### config.mk
export PLATFORM = sky130hd
export DESIGN_NAME = pattern_det_ctrl_flat
export DESIGN_NICKNAME = d
export VERILOG_FILES = /design/src/rtl/pattern_det_pkg.sv /design/src/rtl/pattern_det_ctrl_if.sv /design/src/rtl/pattern_match_core.sv /design/src/rtl/pattern_det_ctrl.sv /design/src/flat_wrapper.sv
export SDC_FILE = /design/constraint.sdc
export NUM_CORES = 1
export LEC_CHECK = 0
export CAP_MARGIN = 10
export CELL_PAD_IN_SITES_DETAIL_PLACEMENT = 1
export CELL_PAD_IN_SITES_GLOBAL_PLACEMENT = 1
export CORE_ASPECT_RATIO = 1.4
export CORE_UTILIZATION = 41
export DETAILED_ROUTE_END_ITERATION = 10
export GPL_TIMING_DRIVEN = 0
export PLACE_DENSITY_LB_ADDON = 0.25
export SETUP_SLACK_MARGIN = 0.5
export SLEW_MARGIN = 20
export SYNTH_ARGS = -nofsm -noshare
export SYNTH_HDL_FRONTEND = slang
export SYNTH_SLANG_ARGS = --single-unit
export TNS_END_PERCENT = 1
### constraint.sdc
create_clock -name clk -period 2.8 [get_ports clk]
set_input_delay 0.56 -clock clk [delete_from_list [all_inputs] [get_ports clk]]
set_output_delay 0.56 -clock clk [all_outputs]
set_load 0.1 [all_outputs]
### src/rtl/pattern_det_pkg.sv
// Shared types and constants for the programmable serial pattern detector.
package pattern_det_pkg;

    localparam int unsigned MAX_LEN_LIMIT = 16;

    typedef enum logic [0:0] {
        IDLE = 1'b0,
        RUN  = 1'b1
    } state_e;

    // Width needed to hold a length value in 0..max_len.
    function automatic int unsigned calc_len_w(input int unsigned max_len);
        return $clog2(max_len + 1);
    endfunction

endpackage

### src/rtl/pattern_det_ctrl_if.sv
// Config handshake, control pulses, serial stream and status of the pattern detector.
interface pattern_det_ctrl_if
    import pattern_det_pkg::*;
#(
    parameter int unsigned MAX_LEN = 8,
    parameter int unsigned CNT_W   = 8,
    parameter int unsigned LEN_W   = calc_len_w(MAX_LEN)
);
    logic               cfg_valid;
    logic               cfg_ready;
    logic [MAX_LEN-1:0] cfg_pattern;
    logic [LEN_W-1:0]   cfg_len;
    logic [CNT_W-1:0]   cfg_thresh;
    logic               start;
    logic               abort;
    logic               din_valid;
    logic               din;
    logic               match;
    logic [CNT_W-1:0]   match_cnt;
    logic               busy;
    logic               done;
    logic               err_cfg;

    modport master (
        output cfg_valid, cfg_pattern, cfg_len, cfg_thresh, start, abort, din_valid, din,
        input  cfg_ready, match, match_cnt, busy, done, err_cfg
    );

    modport slave (
        input  cfg_valid, cfg_pattern, cfg_len, cfg_thresh, start, abort, din_valid, din,
        output cfg_ready, match, match_cnt, busy, done, err_cfg
    );
endinterface

### src/rtl/pattern_match_core.sv
// History shift register, saturating bit counter and length-masked comparator.
module pattern_match_core
    import pattern_det_pkg::*;
#(
    parameter int unsigned MAX_LEN = 8,
    parameter int unsigned LEN_W   = calc_len_w(MAX_LEN)
) (
    input  logic               clk,
    input  logic               reset,
    input  logic               clear,
    input  logic               shift_en,
    input  logic               din,
    input  logic [MAX_LEN-1:0] pattern,
    input  logic [LEN_W-1:0]   len,
    output logic               hit_c
);
    // The oldest history bit is never compared, so only MAX_LEN-1 bits are stored.
    logic [MAX_LEN-2:0] hist_q, hist_d;
    logic [LEN_W-1:0]   cnt_q, cnt_d, cnt_inc;
    logic [MAX_LEN-1:0] hist_n;
    logic [MAX_LEN-1:0] mask;

    always_comb begin
        hist_n  = {hist_q, din};
        cnt_inc = (cnt_q == LEN_W'(MAX_LEN)) ? cnt_q : cnt_q + LEN_W'(1);
        mask    = '0;
        for (int unsigned i = 0; i < MAX_LEN; i++) begin
            mask[i] = (LEN_W'(i) < len);
        end
        hit_c = shift_en && (cnt_inc >= len) && ((hist_n & mask) == (pattern & mask));

        hist_d = hist_q;
        cnt_d  = cnt_q;
        if (clear) begin
            hist_d = '0;
            cnt_d  = '0;
        end else if (shift_en) begin
            hist_d = hist_n[MAX_LEN-2:0];
            cnt_d  = cnt_inc;
        end
    end

    always_ff @(posedge clk or posedge reset) begin
        if (reset) begin
            hist_q <= '0;
            cnt_q  <= '0;
        end else begin
            hist_q <= hist_d;
            cnt_q  <= cnt_d;
        end
    end
endmodule

### src/rtl/pattern_det_ctrl.sv
// Programmable serial pattern-detection controller: config handshake, arm/abort FSM, match counting.
module pattern_det_ctrl
    import pattern_det_pkg::*;
#(
    parameter int unsigned MAX_LEN = 8,
    parameter int unsigned CNT_W   = 8,
    parameter int unsigned LEN_W   = calc_len_w(MAX_LEN)
) (
    input  logic                clk,
    input  logic                reset,
    pattern_det_ctrl_if.slave   bus
);
    localparam int unsigned CW1 = CNT_W + 1;

    state_e             state_q, state_d;
    logic [MAX_LEN-1:0] pattern_q, pattern_d;
    logic [LEN_W-1:0]   len_q, len_d;
    logic [CNT_W-1:0]   thresh_q, thresh_d;
    logic               cfg_ok_q, cfg_ok_d;
    logic               err_cfg_q, err_cfg_d;
    logic               cfg_ready_q, cfg_ready_d;
    logic               match_q, match_d;
    logic [CNT_W-1:0]   match_cnt_q, match_cnt_d;
    logic               busy_q, busy_d;
    logic               done_q, done_d;
    logic               clear;
    logic               shift_en;
    logic               hit_c;

    pattern_match_core #(
        .MAX_LEN (MAX_LEN),
        .LEN_W   (LEN_W)
    ) u_core (
        .clk      (clk),
        .reset    (reset),
        .clear    (clear),
        .shift_en (shift_en),
        .din      (bus.din),
        .pattern  (pattern_q),
        .len      (len_q),
        .hit_c    (hit_c)
    );

    // Next-state, config latch and match bookkeeping.
    always_comb begin
        state_d     = state_q;
        pattern_d   = pattern_q;
        len_d       = len_q;
        thresh_d    = thresh_q;
        cfg_ok_d    = cfg_ok_q;
        err_cfg_d   = err_cfg_q;
        match_cnt_d = match_cnt_q;
        match_d     = 1'b0;
        done_d      = 1'b0;
        clear       = 1'b0;
        shift_en    = 1'b0;

        unique case (state_q)
            IDLE: begin
                if (bus.cfg_valid && cfg_ready_q) begin
                    pattern_d = bus.cfg_pattern;
                    len_d     = bus.cfg_len;
                    thresh_d  = bus.cfg_thresh;
                    if ((bus.cfg_len == '0) || (bus.cfg_len > LEN_W'(MAX_LEN))) begin
                        err_cfg_d = 1'b1;
                        cfg_ok_d  = 1'b0;
                    end else begin
                        err_cfg_d = 1'b0;
                        cfg_ok_d  = 1'b1;
                    end
                end else if (bus.start && cfg_ok_q) begin
                    state_d     = RUN;
                    clear       = 1'b1;
                    match_cnt_d = '0;
                end
            end
            RUN: begin
                if (bus.abort) begin
                    state_d = IDLE;
                end else if (bus.din_valid) begin
                    shift_en = 1'b1;
                    if (hit_c) begin
                        match_d     = 1'b1;
                        match_cnt_d = (match_cnt_q == '1) ? match_cnt_q : match_cnt_q + CNT_W'(1);
                        if ((thresh_q != '0) &&
                            (({1'b0, match_cnt_q} + CW1'(1)) == {1'b0, thresh_q})) begin
                            done_d  = 1'b1;
                            state_d = IDLE;
                        end
                    end
                end
            end
            default: state_d = IDLE;
        endcase

        cfg_ready_d = (state_d == IDLE);
        busy_d      = (state_d == RUN);
    end

    always_ff @(posedge clk or posedge reset) begin
        if (reset) begin
            state_q     <= IDLE;
            pattern_q   <= '0;
            len_q       <= '0;
            thresh_q    <= '0;
            cfg_ok_q    <= 1'b0;
            err_cfg_q   <= 1'b0;
            cfg_ready_q <= 1'b1;
            match_q     <= 1'b0;
            match_cnt_q <= '0;
            busy_q      <= 1'b0;
            done_q      <= 1'b0;
        end else begin
            state_q     <= state_d;
            pattern_q   <= pattern_d;
            len_q       <= len_d;
            thresh_q    <= thresh_d;
            cfg_ok_q    <= cfg_ok_d;
            err_cfg_q   <= err_cfg_d;
            cfg_ready_q <= cfg_ready_d;
            match_q     <= match_d;
            match_cnt_q <= match_cnt_d;
            busy_q      <= busy_d;
            done_q      <= done_d;
        end
    end

    assign bus.cfg_ready = cfg_ready_q;
    assign bus.match     = match_q;
    assign bus.match_cnt = match_cnt_q;
    assign bus.busy      = busy_q;
    assign bus.done      = done_q;
    assign bus.err_cfg   = err_cfg_q;
endmodule

### src/flat_wrapper.sv
// flat-port wrapper written by rule: the top's interface ports become plain ports
module pattern_det_ctrl_flat import pattern_det_pkg::*;
#(
    parameter int unsigned MAX_LEN = 8,
    parameter int unsigned CNT_W   = 8,
    parameter int unsigned LEN_W   = calc_len_w(MAX_LEN)
)
  (clk, reset, bus_cfg_valid, bus_cfg_pattern, bus_cfg_len, bus_cfg_thresh, bus_start, bus_abort, bus_din_valid, bus_din, bus_cfg_ready, bus_match, bus_match_cnt, bus_busy, bus_done, bus_err_cfg);
  pattern_det_ctrl_if #(.MAX_LEN(MAX_LEN), .CNT_W(CNT_W), .LEN_W(LEN_W)) bus_i ();
  input  logic clk;
  input  logic reset;
  input wire logic [$bits(bus_i.cfg_valid)-1:0] bus_cfg_valid;
  input wire logic [$bits(bus_i.cfg_pattern)-1:0] bus_cfg_pattern;
  input wire logic [$bits(bus_i.cfg_len)-1:0] bus_cfg_len;
  input wire logic [$bits(bus_i.cfg_thresh)-1:0] bus_cfg_thresh;
  input wire logic [$bits(bus_i.start)-1:0] bus_start;
  input wire logic [$bits(bus_i.abort)-1:0] bus_abort;
  input wire logic [$bits(bus_i.din_valid)-1:0] bus_din_valid;
  input wire logic [$bits(bus_i.din)-1:0] bus_din;
  output wire logic [$bits(bus_i.cfg_ready)-1:0] bus_cfg_ready;
  output wire logic [$bits(bus_i.match)-1:0] bus_match;
  output wire logic [$bits(bus_i.match_cnt)-1:0] bus_match_cnt;
  output wire logic [$bits(bus_i.busy)-1:0] bus_busy;
  output wire logic [$bits(bus_i.done)-1:0] bus_done;
  output wire logic [$bits(bus_i.err_cfg)-1:0] bus_err_cfg;
  assign bus_i.cfg_valid = bus_cfg_valid;
  assign bus_i.cfg_pattern = bus_cfg_pattern;
  assign bus_i.cfg_len = bus_cfg_len;
  assign bus_i.cfg_thresh = bus_cfg_thresh;
  assign bus_i.start = bus_start;
  assign bus_i.abort = bus_abort;
  assign bus_i.din_valid = bus_din_valid;
  assign bus_i.din = bus_din;
  assign bus_cfg_ready = bus_i.cfg_ready;
  assign bus_match = bus_i.match;
  assign bus_match_cnt = bus_i.match_cnt;
  assign bus_busy = bus_i.busy;
  assign bus_done = bus_i.done;
  assign bus_err_cfg = bus_i.err_cfg;
  pattern_det_ctrl #(.MAX_LEN(MAX_LEN), .CNT_W(CNT_W), .LEN_W(LEN_W)) u_core (.clk(clk), .reset(reset), .bus(bus_i));
endmodule
After elaboration in Yosys (flattened, before gate mapping)

Cells that the tools add are included.

Multipliers: 0
Shift-type cells: 0
$lt $le $gt $ge: 10
Bitwise operators: 4
Muxes and demuxes: 34
Div/mod/pow operators: 0
$add $sub $neg: 3
Equality and inequality tests: 10
Reductions and logical operators: 11

Operators by type and width:

| cell                  | number |
|---|---|
| $mux W8               | 6 |
| $mux W1               | 21 |
| $and A8 B8 Y8         | 2 |
| $lt A3 B4 Y1 const A  | 4 |
| $pmux W8 S2           | 1 |
| $mux W7               | 2 |
| $mux W4               | 3 |
| $ne A2 B2 Y1 const B  | 6 |
| $add A8 B1 Y9 const B | 1 |
| $eq A9 B8 Y1          | 1 |
| $add A8 B1 Y8 const B | 1 |
| $eq A8 B8 Y1          | 1 |
| $eq A8 B8 Y1 const B  | 1 |
| $lt A1 B4 Y1 const A  | 2 |
| $lt A2 B4 Y1 const A  | 2 |
| $reduce_bool A8 Y1    | 1 |
| $reduce_and A6 Y1     | 1 |
| $logic_and A1 B1 Y1   | 5 |
| $add A4 B1 Y4 const B | 1 |
| $eq A4 B4 Y1 const B  | 1 |
| $ge A4 B4 Y1          | 1 |
| $gt A4 B4 Y1 const B  | 1 |
| $logic_not A4 Y1      | 1 |
| $not A1 Y1            | 2 |
| other kinds (4)       | 4 |

Latch bits: 0
Memory bits (writable): 0
ROM bits: 0
Memories: 0
Bits of input ports: 27
Register bits after elaboration: 45
Word-level logic and storage cells: 84
Output and inout port bits: 13

Longest topological paths before layout

Gate-level depths: netlist of run 1.

Depth in word-level cells: 10
Gate-level depth with buffers: 13
Gate-level depth less buffers: 12

Modules after synthesis

Synthesis of run 1 repeated with hierarchy kept, for this count alone.

Cells, all modules: 224
Area total of the unflattened synthesis: 2448.6 um2

By module, submodules not included:

| module             | times used | seq. area each (um2) | cells each | area an instance (um2) |
|---|---|---|---|---|
| pattern_det_ctrl   | 1          | 852.1                | 142        | 1677.9 |
| pattern_match_core | 1          | 275.3                | 82         | 770.7 |

Worst setup path after synthesis of run 1

No wires, ideal clock.

Kind: reg-to-reg
Start point: register u_core.state_q
End point: register u_core.state_q
Setup time: 118 ps
Stages on the path, launching flop included: 10
Period minus slack after synthesis: 2669 ps
Arrival: 2551 ps
Slack: 131 ps
Path buffers: 3
Cell sequence: dfrtp_1 -> buf_4 -> and3b_1 -> buf_4 -> o221ai_2 -> a2111oi_2 -> nand3_1 -> buf_2 -> nand4b_4 -> a21o_1

Cells in the longest elaborated chain, start to end: 7

Ends and longest elaborated chain:

| element                           | RTL line                 | RTL |
|---|---|---|
| from (decl)                       | pattern_det_ctrl.sv:15   | `state_e state_q, state_d;` |
| from (signal assigned)            | pattern_det_ctrl.sv:114  | `state_q <= state_d;` |
| $mux W1                           | pattern_det_ctrl.sv:58   | `unique case (state_q)` |
| $logic_and A1 B1 Y1 (2 in series) | pattern_match_core.sv:30 | `hit_c = shift_en && (cnt_inc >= len) && ((hist_n & mask) == (pattern & mask));` |
| $mux W1                           | pattern_det_ctrl.sv:82   | `if (hit_c) begin` |
| $mux W1                           | pattern_det_ctrl.sv:80   | `end else if (bus.din_valid) begin` |
| $mux W1                           | pattern_det_ctrl.sv:78   | `if (bus.abort) begin` |
| $pmux W1 S2 *                     | pattern_det_ctrl.sv:58   |  |
| named net u_core.busy_d           | pattern_det_ctrl.sv:24   | `logic busy_q, busy_d;` |

The timed path passes the listed nets; every way through them passes the cells marked *.
A chain may end at the register's enable or synchronous reset.

Worst setup path in the final report of run 1

Start point: register u_core.match_cnt_q[7], in the netlist u_core.bus.match_cnt[7]
End point: output port bus_match_cnt[7]

RTL lines:

| element                | RTL line                | RTL |
|---|---|---|
| from (decl)            | pattern_det_ctrl.sv:23  | `logic [CNT_W-1:0] match_cnt_q, match_cnt_d;` |
| from (signal assigned) | pattern_det_ctrl.sv:122 | `match_cnt_q <= match_cnt_d;` |
| to (decl)              | flat_wrapper.sv:22      | `output wire logic [$bits(bus_i.match_cnt)-1:0] bus_match_cnt;` |

No word-level cell between the ends.

==> key figures, run 1 <==
Yosys
  – Area share of the largest cell type after synthesis: 0.4527
  – Async SR Flop Fraction: 1.000
  – Synth area leader: dfrtp_1
  – Cell variety after synth: 42
  – Register area share after synthesis: 0.4635
  – Synthesized area: 2432 um^2
  – Synth Register Bits: 45
  – Warnings, synthesis: 0
  – Top FF cell, synth: dfrtp_1
  – Top area cells in the synthesized netlist: dfrtp_1, mux2_2, xnor2_1, nand2_1, ha_1
  – Post-Syn Instances: 238
  – Average size of a mapped cell: 10.22 um^2
  – Number of synthesized flops with an enable pin: 0
  – Syn Nets: 272

Hold path
  – Hold path startpoint: u_core.cfg_ok_q$_DFFE_PP0P_
  – Endpoint, Worst Hold: u_core.cfg_ok_q$_DFFE_PP0P_
  – Hold Crit Class: flop to flop
  – Hold Path Depth: 1

Clock tree
  – TritonCTS clock tree: done
  – Longest Clk Path Bufs: 2
  – Clock Sinks: 45
  – Clk_lat worst skew: 0.30 ns
  – CTS clock-pin slew for the worst setup and hold paths: 0.09 ns
  – H-tree depth: 2
  – Root Driver: clkbuf_8
  – CTS Buf Count: 5

Setup path
  – Crit. End Element: output port
  – Reg2reg start: u_core.u_core.cnt_q[0]$_DFFE_PP0P_
  – Largest delay share family, worst path: buffers and inverters
  – FF-to-FF End: u_core.bus.match_cnt[4]$_DFFE_PP0P_
  – Critical-path top delay cell: clkdlybuf4s50_1
  – Worst-path fanout max: 8
  – Worst Path Arrival: 2.01 ns
  – Startpoint Class: flop
  – CP Class: flop to output port
  – CP Cell Sequence: clkdlybuf4s50_1
  – R2R Setup Slk: 0.32 ns
  – Crit path required time: 2.24 ns
  – Buffers & Inverters on Critical Path: 1
  – Max incr delay on CP: 1.19 ns
  – Cell depth of the worst flop-to-flop path: 13

Die
  – Overall die width: 67.10 um
  – Initial Util: 0.4339
  – Site Rows: 32
  – Die area: 6249 um^2
  – Height of the die: 93.14 um
  – Core area: 5605 um^2
  – I/O pin total: 40

Job
  – Max capacitance violation total: 0

GRT
  – Vias in the first global route: 2111
  – GRT Residual Overflow: 0
  – Pin count of the biggest net entering global routing: 33
  – First-pass GRT wire length: 10170 um
  – Gr usage total: 0.2224
  – Initial antenna violation count: 0

Timing
  – Layout Skew: 0.006936 ns
  – Fin crit period: 2.567 ns
  – Highest clock rate: 0.3896 GHz
  – Period Utilization, post-route: 0.9166
  – Rel. slew slack: 0.3408
  – Hold Vio Cnt, Final: 0
  – Slew Viols, Final: 0
  – Worst-margin pin slew: 0.9857 ns
  – Final WS setup: 0.2334 ns
  – RSZ-0062 raised after global routing: yes
  – Final setup viols: 0

Layout
  – Final #Nets: 322
  – Final instance area: 3123 um^2
  – Ant diodes: 0
  – Layout cells sized above 1: 0.2042
  – Area Overhead vs Synth: 28.40%
  – Fin util: 0.5571
  – Filler instances: 629

Routing
  – DRC: 0
  – Wirelength per Cell: 17.74 um
  – Number of vias per cell: 5.569
  – Detailed Route Iter0 Violations: 81
  – Via count: 1988
  – Drt first pass iters: 4
  – Post-route ant nets: 0
  – Routed WL: 6333 um

Pwr
  – PwrDens: 905.8 nW/um^2
  – Total leakage power: 1.300 nW
  – Overall Power: 2.829 mW
  – Worst vdd ir: 0.4134 mV

Placed design
  – GPL Wtd Cong: 0.8876
  – Area post-placement: 2942 um^2
  – HPWL Detailed: 4767 um
  – DP Worst Slack: -0.08704 ns
  – IO Port Bufs: 39

Run status
  – Outcome: finished, final reports clean
-- cell usage after synthesis (3+ instances only) --
library cell  instances
a21oi_1               7
nor3_1                4
xnor2_1              16
o22ai_1               3
ha_1                  7
nand2_1              33
xor2_1                5
and3_1                3
clkbuf_1              6
nand3_1              12
nor2_1                7
a211oi_1              4
dfrtp_1              44
o21ai_0              12
o211ai_1              4
inv_1                15
mux2_2               20
-- metrics by stage --
stage	cells	hold WS, ns	TNS (ns)
2_1_floorplan	238	0.4493	0
3_3_place_gp	345	0.4606	-0.08497
3_5_place_dp	346	0.4749	-0.1266
4_1_cts	356	0.5058	0
5_1_grt	357	0.5239	0
6_report	357	0.5001	0
-- cell usage in the layout, fill, tap and decap left out, types with 3 or more instances in the layout --
| cell | count |
|---|---|
| and3_1 | 3 |
| dfrtp_1 | 37 |
| o22ai_1 | 3 |
| clkbuf_8 | 5 |
| nor3_1 | 3 |
| clkbuf_1 | 7 |
| a21oi_1 | 6 |
| o21ai_0 | 11 |
| xnor2_1 | 15 |
| ha_1 | 7 |
| inv_1 | 13 |
| o211ai_1 | 4 |
| clkdlybuf4s50_1 | 38 |
| mux2_2 | 20 |
| buf_4 | 6 |
| nand2_1 | 33 |
| dfrtp_2 | 5 |
| nor2_1 | 6 |
| xor2_1 | 5 |
| nand3_1 | 11 |
-- cell families after synthesis --
family | share of synthesized area
DFF | 0.4635
xor gates and xnor gates | 0.07561
muxes | 0.09259
and+or+nand+nor | 0.1507
adders and majority gates | 0.04012
buffers and inverters | 0.04269
AOI/OAI and AO/OA | 0.1348
-- what timing repair did --
action	4_1_cts	5_1_grt
setup buffers	2	1
gates resized for setup	1	12
pin swaps	1	5
endpoints found under the setup margin	32	31
hold buffers	0	0
-- layer usage --
| metal | track usage | vias up | share of wire |
|---|---|---|---|
| met5 | 0 | - | 0 |
| met4 | 0.1046 | 0 | 0.027 |
| met3 | 0.03780 | 13 | 0.024 |
| met2 | 0.4050 | 41 | 0.58 |
| met1 | 0.2394 | 999 | 0.37 |
| li1 | - | 935 | - |
-- sequential cells by signal (all words and copies together) (netlist names) --
name / count
u_core.cfg_ok_q: 1
u_core.bus.err_cfg: 1
u_core.pattern_q: 8
u_core.bus.match_cnt: 8
u_core.bus.done: 1
u_core.state_q: 1
u_core.len_q: 4
u_core.u_core.cnt_q: 4
u_core.bus.match: 1
u_core.bus.cfg_ready: 1
u_core.thresh_q: 8
u_core.u_core.hist_q: 7
-- final cells by class --
class | instances | area (um^2) | area share
clock inverters | 2 | 38.79 | 0.01242
flip-flops and latches | 45 | 1141 | 0.3654
repair buffers | 43 | 431.7 | 0.1382
inverters | 15 | 56.30 | 0.01803
well taps | 68 | 85.08 | 0.02724
plain buffers | 10 | 50.05 | 0.01603
clock buffers | 6 | 72.57 | 0.02324
multi-input cells | 168 | 1247 | 0.3994
-- power by group --
part	switching [mW]	total, mW	internal [mW]	leakage, nW
clock	0.232	0.500	0.268	0.0554
sequential	0.240	1.11	0.874	0.558
combinational	0.673	1.21	0.542	0.686
total	1.15	2.83	1.68	1.30
-- worst max-delay path by stage --
stage	start	end	slack, ns	cells after the start
final	u_core.bus.match_cnt[7]$_DFFE_PP0P_	bus_match_cnt[7]	0.23	1
after global routing	u_core.u_core.cnt_q[0]$_DFFE_PP0P_	u_core.bus.match_cnt[4]$_DFFE_PP0P_	0.16	13
after CTS	bus_din_valid	u_core.state_q$_DFF_PP0_	0.23	9
after detailed placement	bus_din_valid	u_core.state_q$_DFF_PP0_	-0.09	9
after global placement	bus_din_valid	u_core.state_q$_DFF_PP0_	-0.04	9
after floorplan	u_core.state_q$_DFF_PP0_	u_core.state_q$_DFF_PP0_	0.51	9
No activity file was read; power rests on OpenSTA's default activity.
==> run 2: changes to the inputs <==
--- a/config.mk
+++ b/config.mk
@@ -13,6 +13,7 @@
 export DETAILED_ROUTE_END_ITERATION = 10
 export GPL_TIMING_DRIVEN = 0
 export PLACE_DENSITY_LB_ADDON = 0.25
+export REMOVE_ABC_BUFFERS = 1
 export SETUP_SLACK_MARGIN = 0.5
 export SLEW_MARGIN = 20
 export SYNTH_ARGS = -nofsm -noshare
==> constraint.sdc (replaced) <==
create_clock -name clk -period 2.8 [get_ports clk]
set_input_delay 0.56 -clock clk [delete_from_list [all_inputs] [get_ports clk]]
set_output_delay 0.56 -clock clk [all_outputs]
set_load 0.05 [all_outputs]
==> run 2 against run 1 <==
Effect of this change: via count rose by 2.6%; critical path depth rose by 16; final cell count increased by 1.7%; global-route usage is 1.1 points higher; fmax is 4.2% higher; clock skew is 0.0012 ns lower; critical endpoint is now u_core.u_core.cnt_q[0]$_DFFE_PP0P_; largest cell class unchanged; highest routed layer unchanged.
==> key figures, run 2 (synthesized netlist as in run 1, its figures left out) <==
Run status
  – Outcome: finished, final reports clean

Routing
  – Via count: 2039
  – DRC: 0
  – Wirelength per Cell: 18.07 um
  – Number of vias per cell: 5.617
  – Post-route ant nets: 0
  – Detailed Route Iter0 Violations: 104
  – Drt first pass iters: 4
  – Routed WL: 6561 um

Clock tree
  – Longest Clk Path Bufs: 2
  – Clock Sinks: 45
  – Hold buffer count at cts: 0
  – Root Driver: clkbuf_8
  – CTS Buf Count: 5
  – H-tree depth: 2
  – Clk_lat worst skew: 0.31 ns
  – CTS clock-pin slew for the worst setup and hold paths: 0.09 ns
  – TritonCTS clock tree: done

GRT
  – Vias in the first global route: 2199
  – Initial antenna violation count: 0
  – Pin count of the biggest net entering global routing: 32
  – Gr usage total: 0.2334
  – GRT Residual Overflow: 0
  – First-pass GRT wire length: 10590 um

Setup path
  – Crit. End Element: flop
  – Top cell by count, worst path: buf_4
  – Crit path required time: 3.03 ns
  – Startpoint Class: flop
  – Critical-path top delay cell: dfrtp_1
  – Worst Path Arrival: 2.69 ns
  – Worst-path fanout max: 3
  – FF-to-FF End: u_core.u_core.cnt_q[0]$_DFFE_PP0P_
  – Critical path startpoint: u_core.u_core.cnt_q[1]$_DFFE_PP0P_
  – R2R Setup Slk: 0.34 ns
  – CP Cell Sequence: inv_2 > ha_4 > nand2_4 > nor2_4 > xnor2_2 > buf_4 > buf_4 > buf_4 > buf_4 > buf_4 > buf_4 > buf_4 > buf_6 > buf_6 > buf_4 > buf_4 > o22ai_2
  – Critical Path Sink: u_core.u_core.cnt_q[0]$_DFFE_PP0P_
  – Max incr delay on CP: 0.42 ns
  – Reg2reg start: u_core.u_core.cnt_q[1]$_DFFE_PP0P_
  – CP Class: flop to flop
  – Cell depth of the worst flop-to-flop path: 17

Placed design
  – Placed cell count: 337
  – Area post-placement: 2893 um^2
  – IO Port Bufs: 39
  – GPL Wtd Cong: 0.7861
  – HPWL Detailed: 4400 um

Die
  – Overall die width: 67.10 um
  – Die area: 6249 um^2
  – Site Rows: 32
  – I/O pin total: 40
  – Height of the die: 93.14 um
  – Core area: 5605 um^2
  – Initial Util: 0.4339

Timing
  – Period Utilization, post-route: 0.8797
  – Worst-margin pin slew: 0.5571 ns
  – Hold Vio Cnt, Final: 0
  – RSZ-0062 raised after global routing: yes
  – Fin crit period: 2.463 ns
  – Rel. slew slack: 0.6282
  – Setup tns final: 0 ns
  – Final setup viols: 0
  – Slew Viols, Final: 0
  – Highest clock rate: 0.4060 GHz
  – Layout Skew: 0.005723 ns
  – Fin Hold WS: 0.4955 ns

Pwr
  – Overall Power: 2.919 mW
  – P_sw: 1.167 mW
  – Worst vdd ir: 0.4415 mV
  – Combinational power share: 0.463
  – Total leakage power: 1.378 nW
  – PwrDens: 900.0 nW/um^2
  – P_int: 1.752 mW
  – Clock power share: 0.148
  – Sequential power share: 0.389
  – Fraction of power spent switching nets: 0.3999

Layout
  – Fin cells: 363
  – Final #Nets: 328
  – Final instance area: 3243 um^2
  – Most common cell after layout, fill and taps aside: dfrtp_1
  – Commonest cells after routing, fill and taps aside: dfrtp_1, clkdlybuf4s50_1, nand2_1
  – Ant diodes: 0
  – Layout cells sized above 1: 0.2576
  – Area Overhead vs Synth: 33.33%

Job
  – Max capacitance violation total: 0

Hold path
  – Hold Crit Class: flop to flop
==> run 2: cell count changes in the layout (fill, tap and decap cells not counted), moves of 2 or more <==
| cell | change |
|---|---|
| ha_1 | -2 |
| clkbuf_1 | -7 |
| buf_6 | +4 |
| nand3_2 | +3 |
| nand3_1 | -3 |
| dfrtp_2 | -5 |
| dfrtp_4 | -2 |
| buf_4 | +9 |
| dfrtp_1 | +7 |
==> run 2: worst min-delay path by stage <==
stage | start | depth (start not counted) | slack (ns) | endpoint
after floorplan | u_core.cfg_ok_q$_DFFE_PP0P_ | 1 | 0.45 | u_core.cfg_ok_q$_DFFE_PP0P_
after global placement | u_core.cfg_ok_q$_DFFE_PP0P_ | 1 | 0.46 | u_core.cfg_ok_q$_DFFE_PP0P_
after detailed placement | u_core.cfg_ok_q$_DFFE_PP0P_ | 1 | 0.47 | u_core.cfg_ok_q$_DFFE_PP0P_
after CTS | u_core.cfg_ok_q$_DFFE_PP0P_ | 1 | 0.51 | u_core.cfg_ok_q$_DFFE_PP0P_
after global routing | u_core.cfg_ok_q$_DFFE_PP0P_ | 1 | 0.54 | u_core.cfg_ok_q$_DFFE_PP0P_
final | u_core.cfg_ok_q$_DFFE_PP0P_ | 1 | 0.50 | u_core.cfg_ok_q$_DFFE_PP0P_
==> run 2: layout make-up <==
cell class              instances  area, um^2
multi-input cells             168        1313
inverters                      15       56.30
clock buffers                   5       68.82
well taps                      68       85.08
clock inverters                 3       25.02
flip-flops and latches         45        1127
repair buffers                 59       568.0
fillers                       616        2362
==> run 2: repair_timing <==
action                                  4_1_cts  5_1_grt
endpoints found under the setup margin       13       18
pin swaps                                     7       11
buffers inserted                             17        1
gates resized for setup                      16       11
==> run 2: metal layers <==
layer  wire [um]  GRT usage  share of wire
met1        2387     0.2344           0.36
met2        3759     0.4433           0.57
met3         203    0.04634          0.031
met4         211    0.09929          0.032
met5           0          0              0
==> run 2: stage by stage <==
stage | utilization | setup WS [ns]
detailed placement | 0.5161 | -0.6057
floorplan | - | 0.1303
CTS | 0.5672 | 0.3918
global route | 0.5786 | 0.2870
global placement | 0.5103 | -0.6379
finish | 0.5786 | 0.3368
==> run 2: worst max-delay path: cells and delay by family, from the launching register on <==
kind                       cells  cell delay [ns]
and+or+nand+nor                2             0.16
adders and majority gates      1             0.14
AOI/OAI and AO/OA              1             0.14
buffers and inverters         12             1.42
xor gates and xnor gates       1             0.09
DFF                            1             0.42
==> run 2: power groups by stage <==
stage | Combinational (mW) | Clock [mW] | Sequential, mW
after detailed placement | 0.996 | 0 | 1.14
after CTS | 1.25 | 0.442 | 1.13
after global placement | 0.945 | 0 | 1.12
after global routing | 1.46 | 0.470 | 1.17
after floorplan | 0.664 | 0 | 1.14
final | 1.35 | 0.431 | 1.14
